==> config.mk <==
export PLATFORM = sky130hd
export DESIGN_NAME = ex_stage_pipe
export DESIGN_NICKNAME = d
export VERILOG_FILES = /design/src/rtl/ex_stage_pipe.sv
export SDC_FILE = /design/constraint.sdc
export NUM_CORES = 1
export LEC_CHECK = 0
export BUFFER_PORTS_ARGS = -buffer_cell sky130_fd_sc_hd__buf_2
export CELL_PAD_IN_SITES_DETAIL_PLACEMENT = 0
export CELL_PAD_IN_SITES_GLOBAL_PLACEMENT = 1
export CORE_MARGIN = 2
export CORE_UTILIZATION = 27
export CTS_CLUSTER_DIAMETER = 40
export DETAILED_ROUTE_END_ITERATION = 7
export PLACE_DENSITY_LB_ADDON = 0.3
export RECOVER_POWER = 25
export SYNTH_ARGS = -nofsm -noshare
export SYNTH_HDL_FRONTEND = slang
export SYNTH_SLANG_ARGS = --single-unit
==> constraint.sdc <==
create_clock -name clk -period 0.9 [get_ports clk]
set_clock_uncertainty 0.2 [all_clocks]
set_input_delay 0.18 -clock clk [delete_from_list [all_inputs] [get_ports clk]]
set_output_delay 0.18 -clock clk [all_outputs]
set_load 0.03 [all_outputs]
==> src/rtl/ex_stage_pipe.sv <==
`default_nettype none
// ============================================================================
//  Module      : ex_stage_pipe
//  Description : Execute-stage pipeline register with write-back select.
//                Captures the ALU result or the load data, chosen by reg_flag,
//                together with the destination index and control bits. The
//                outputs drive the register-file write port one cycle later.
//  Revision    : 1.0 - initial release
// ============================================================================
module ex_stage_pipe #(
    parameter int DATA_W = 32,
    parameter int REG_AW = 5
) (
    input  logic              clk,
    input  logic              rst,
    input  logic              reg_flag,
    input  logic [DATA_W-1:0] result,
    input  logic              reg_wr_en,
    input  logic [REG_AW-1:0] rd,
    input  logic [DATA_W-1:0] data_in,
    output logic              reg_wr_en2,
    output logic [REG_AW-1:0] rd_out,
    output logic [DATA_W-1:0] data_out,
    output logic [DATA_W-1:0] write_data,
    output logic              flag_out
);

    // Register x0 is hard-wired to zero, so any write aimed at it is dropped.
    localparam logic [REG_AW-1:0] c_REG_ZERO = '0;

    logic              wr_en_d,      wr_en_q;
    logic [REG_AW-1:0] rd_d,         rd_q;
    logic [DATA_W-1:0] data_d,       data_q;
    logic [DATA_W-1:0] write_data_d, write_data_q;
    logic              flag_d,       flag_q;

    // Next-state values: write-back mux and x0 write suppression.
    always_comb begin
        flag_d       = reg_flag;
        rd_d         = rd;
        data_d       = data_in;
        write_data_d = reg_flag ? data_in : result;
        wr_en_d      = reg_wr_en & (rd != c_REG_ZERO);
    end

    // Pipeline register; reset discards the in-flight entry and blocks the write.
    always_ff @(posedge clk) begin
        if (rst) begin
            wr_en_q      <= 1'b0;
            rd_q         <= '0;
            data_q       <= '0;
            write_data_q <= '0;
            flag_q       <= 1'b0;
        end else begin
            wr_en_q      <= wr_en_d;
            rd_q         <= rd_d;
            data_q       <= data_d;
            write_data_q <= write_data_d;
            flag_q       <= flag_d;
        end
    end

    // All outputs come straight from flops; no input-to-output combinational path.
    assign reg_wr_en2 = wr_en_q;
    assign rd_out     = rd_q;
    assign data_out   = data_q;
    assign write_data = write_data_q;
    assign flag_out   = flag_q;

endmodule
`default_nettype wire

Word-level counts from Yosys, hierarchy flattened
Index checks and enable logic that the tools add are counted.
{ "word_totals": {"reg_bits": 71, "in_bits": 73, "out_inout_bits": 71, "elab_cells": 8} }
{ "classes": {"mux": 1, "bitwise_logic": 1, "reduce_logical": 1} }
{ "op_table": {"columns": ["operator", "n"], "rows": [
  ["2-to-1 mux 32 bit", 1],
  ["nonzero test 5 bit", 1],
  ["AND 1 bit", 1]
]} }

Logic depth before layout (Yosys ltp)
{ "depth": {"ltp_word": 2, "mapped_depth": 4, "mapped_depth_nobuf": 2} }

Worst setup path after synthesis
OpenSTA, ideal clock, no wires.
{ "synth_path": {"path_kind": "input-to-reg", "startpoint": "in reg_flag", "endpoint": "reg write_data_q[11], in the netlist write_data[11]", "t_arrival_ns": 0.654, "required_time_ns": 0.583, "path_slack_ns": -0.071, "stages": 4, "path_buffers": 2, "cell_sequence": "buf_6 buf_12 mux2i_1 nor2_1"} }
{ "synth_between": {"elab_chain_cells": 1} }
{ "synth_rtl": {"columns": ["item", "line", "text"], "rows": [
  ["start: declaration", "16", "input logic reg_flag,"],
  ["2-to-1 mux 32 bit", "42", "write_data_d = reg_flag ? data_in : result;"],
  ["end signal: assignment", "58", "write_data_q <= write_data_d;"],
  ["end: declaration", "34", "logic [DATA_W-1:0] write_data_d, write_data_q;"]
]} }
No other way between the ends.
A chain may end at the register's enable or synchronous reset.

Worst setup path after layout
{ "layout_path": {"startpoint": "reg rd_q[0], in the netlist rd_out[0]", "endpoint": "out rd_out[0]"} }
{ "layout_lines": {"columns": ["item", "line", "text"], "rows": [
  ["start: declaration", "32", "logic [REG_AW-1:0] rd_d, rd_q;"],
  ["start signal: assignment", "56", "rd_q <= rd_d;"],
  ["end: declaration", "22", "output logic [REG_AW-1:0] rd_out,"]
]} }
No word-level cell between the ends.

==> results.yml <==
sta:
  tightest_slew_ns: 0.299
  finalCritPeriodShare_pct: 130
  fin_setup_tns_ns: -18.34
  setup_viol: 71
  slew_headroom_pct: 80.0
  period_minus_slack_ns: 1.17
  fmax_mhz: 855
  whs_ns: -0.136
  layout_setup_ws_ns: -0.270
  hold_viol: 70
  slew_viol_final: 0
  rsz0062_at_grt: "yes"
critical_path:
  critPathRequiredTime_ns: 0.52
  critPathLaunchType: "register"
  setup.worst_path.end_class: "primary output"
  critPathKind: "reg -> out"
  max_stage_delay_ns: 0.33
  critPathBufInv: 1
  cpLargestDelayFamily: "flip-flops"
  slowest_stage: "dfxtp_2"
  cp_cell_sequence: "buf_6"
  critPathMaxFanout: 1
  arrival_ns: 0.79
route:
  postRouteWirelength_mm: 5.29
  vias_per_cell: 4.02
  routedWlPerCell_um: 11.8
  dr.pass1.iters: 4
  drtIter0Drc: 22
  ant_nets: 0
  drc: 0
  via_count: 1797
clock_tree:
  clock-sinks: 71
  holdBufCountCts: 1
  htree_levels: 3
  numCtsBuffers: 9
  cts_root_buf: "clkbuf_8"
  cts_max_path_buffers: 2
  cts_setup_buffers: 0
  clkTransAtPathRegs_ns: 0.07
  cts_tree: "yes"
outcome:
  status: "finished with violations"
  violations: "negative hold slack, negative setup slack"
power_and_ir_drop:
  power.density_nw_per_um2: 2050
  power.total_uw: 7820
  p_leak_uw: 0.00183
  ir_drop_mv: 0.956
global_route:
  grt_overflow: 0
  grt_pass1_vias: 1689
  grt_pass1_wl_mm: 8.09
  grt_max_degree: 37
  grt_antenna_before_repair: 0
  grt_use_total_pct: 11.9
cells_and_area:
  fin_cells: 447
  drive_above_1_share_pct: 67.8
  nNetsFinal: 411
  synthToLayoutAreaGrowth_pct: 70.3
  antenna_cells: 0
  final_core_util_pct: 47.0
floorplanning:
  num_rows: 33
  die_w_um: 95.2
  io_pins: 144
  die_height_um: 95.2
  core_um2: 8130
  initial_core_util_pct: 27.6
  dieArea_um2: 9050
synthesis:
  synth_compound_area_share_pct: 0.223
  synth_mux_area_share_pct: 14.3
  yosys_warnings: 0
  synthTopCellsByArea: "dfxtp_1 (63%), mux2i_1 (14%), nor2b_1 (11%)"
  avgSynthCellArea_um2: 11.9
  synth_top_area_cell: "dfxtp_1"
  synth_top_family_by_area: "simple AND/OR/NAND/NOR gates"
  yosysSeqAreaShare_pct: 63.4
  synth_top_area_share_pct: 63.4
  synth_xor_area_share_pct: 0
  syn_area_um2: 2240
  syn_nets: 262
  yosys.area_share.simple_pct: 16.6
  ys_ff_latch: 71
  synthAdderAreaFrac_pct: 0
  netlist_instances: 189
  yosysUniqueCellTypes: 10
place:
  port_buffers: 143
  dp_slack_ns: -0.210
  gp_congestion: 0.661
  dp_hpwl_mm: 3.92
  dp.cells: 431
hold_path:
  min_path_cells: 2
  holdPathEnd: "data_out[29]"
  hp-class: "in -> reg"
  worst_hold_startpoint: "data_in[29]"
run:
  maxCapViolCount: 0
-- cells in the final DEF, fill, tap and decap left out --
cell type and n:
nor3_1 1, clkbuf_2 1, dfxtp_2 71, mux2i_1 32
nand2b_1 1, bufinv_16 3, nor2_1 33, dlygate4sd3_1 1
buf_2 71, buf_4 1, clkbuf_8 11, buf_6 72
buf_12 2, nor2b_1 38, clkbuf_1 3, a21oi_1 1
-- area by class of cell --
type / instances / area, um^2
Timing Repair Buffer: 150 / 1240
Multi-Input combinational cell: 106 / 698
Clock buffer: 12 / 155
Clock inverter: 3 / 90.1
Sequential cell: 71 / 1510
Tap cell: 105 / 131
Fill cell: 788 / 4310
-- per-stage QoR --
step           area [um^2]  hold slack [ns]
6_report              3820           -0.136
5_1_grt               3820           -0.151
4_1_cts               3840           -0.159
3_5_place_dp          3050            0.210
3_3_place_gp          3050            0.204
2_1_floorplan         2250            0.108
-- repair_timing --
action	4_1_cts	5_1_grt
endpoints found under the setup margin	71	71
hold endpoints to repair	70	70
resized for setup	213	0
-- worst max-delay path by stage --
stage                  from              to  slack (ns)  depth (start not counted)
2_1_floorplan      reg_flag  write_data[11]       -0.04                          4
3_3_place_gp       reg_flag  write_data[10]       -0.19                          4
3_5_place_dp       reg_flag  write_data[11]       -0.21                          4
4_1_cts        data_out[29]    data_out[29]       -0.30                          1
5_1_grt        data_out[25]    data_out[25]       -0.32                          1
6_report          rd_out[0]       rd_out[0]       -0.27                          1
-- report_power, final --
part           switching, uW  internal [uW]
Clock                   1110           1980
Combinational            663            611
Sequential              84.8           3370
Total                   1860           5960
-- flip-flops by register name, summed over array words and instances, names as in the netlist --
register / count
rd_out: 5
data_out: 32
reg_wr_en2: 1
write_data: 32
flag_out: 1
-- logic make-up (layout without fill, tap and decap cells) --
logic type / after synthesis / in the layout
AOI/OAI and AO/OA: 1 / 1
and+or+nand+nor: 73 / 73
DFF: 71 / 71
buffers and inverters: 12 / 165
muxes: 32 / 32
-- synthesized netlist by cell type (all sizes together) --
cell type	count
nor3	1
nor2b	38
mux2i	32
nand2b	1
a21oi	1
nor2	33
dfxtp	71
buf	12
-- metal layers --
metal / part of all wire (%) / track usage (%)
met1: 38 / 13.4
met2: 50 / 18.9
met3: 9.6 / 6.01
met4: 1.8 / 5.07
met5: 0 / 0
No activity file was read; power rests on OpenSTA's default activity.
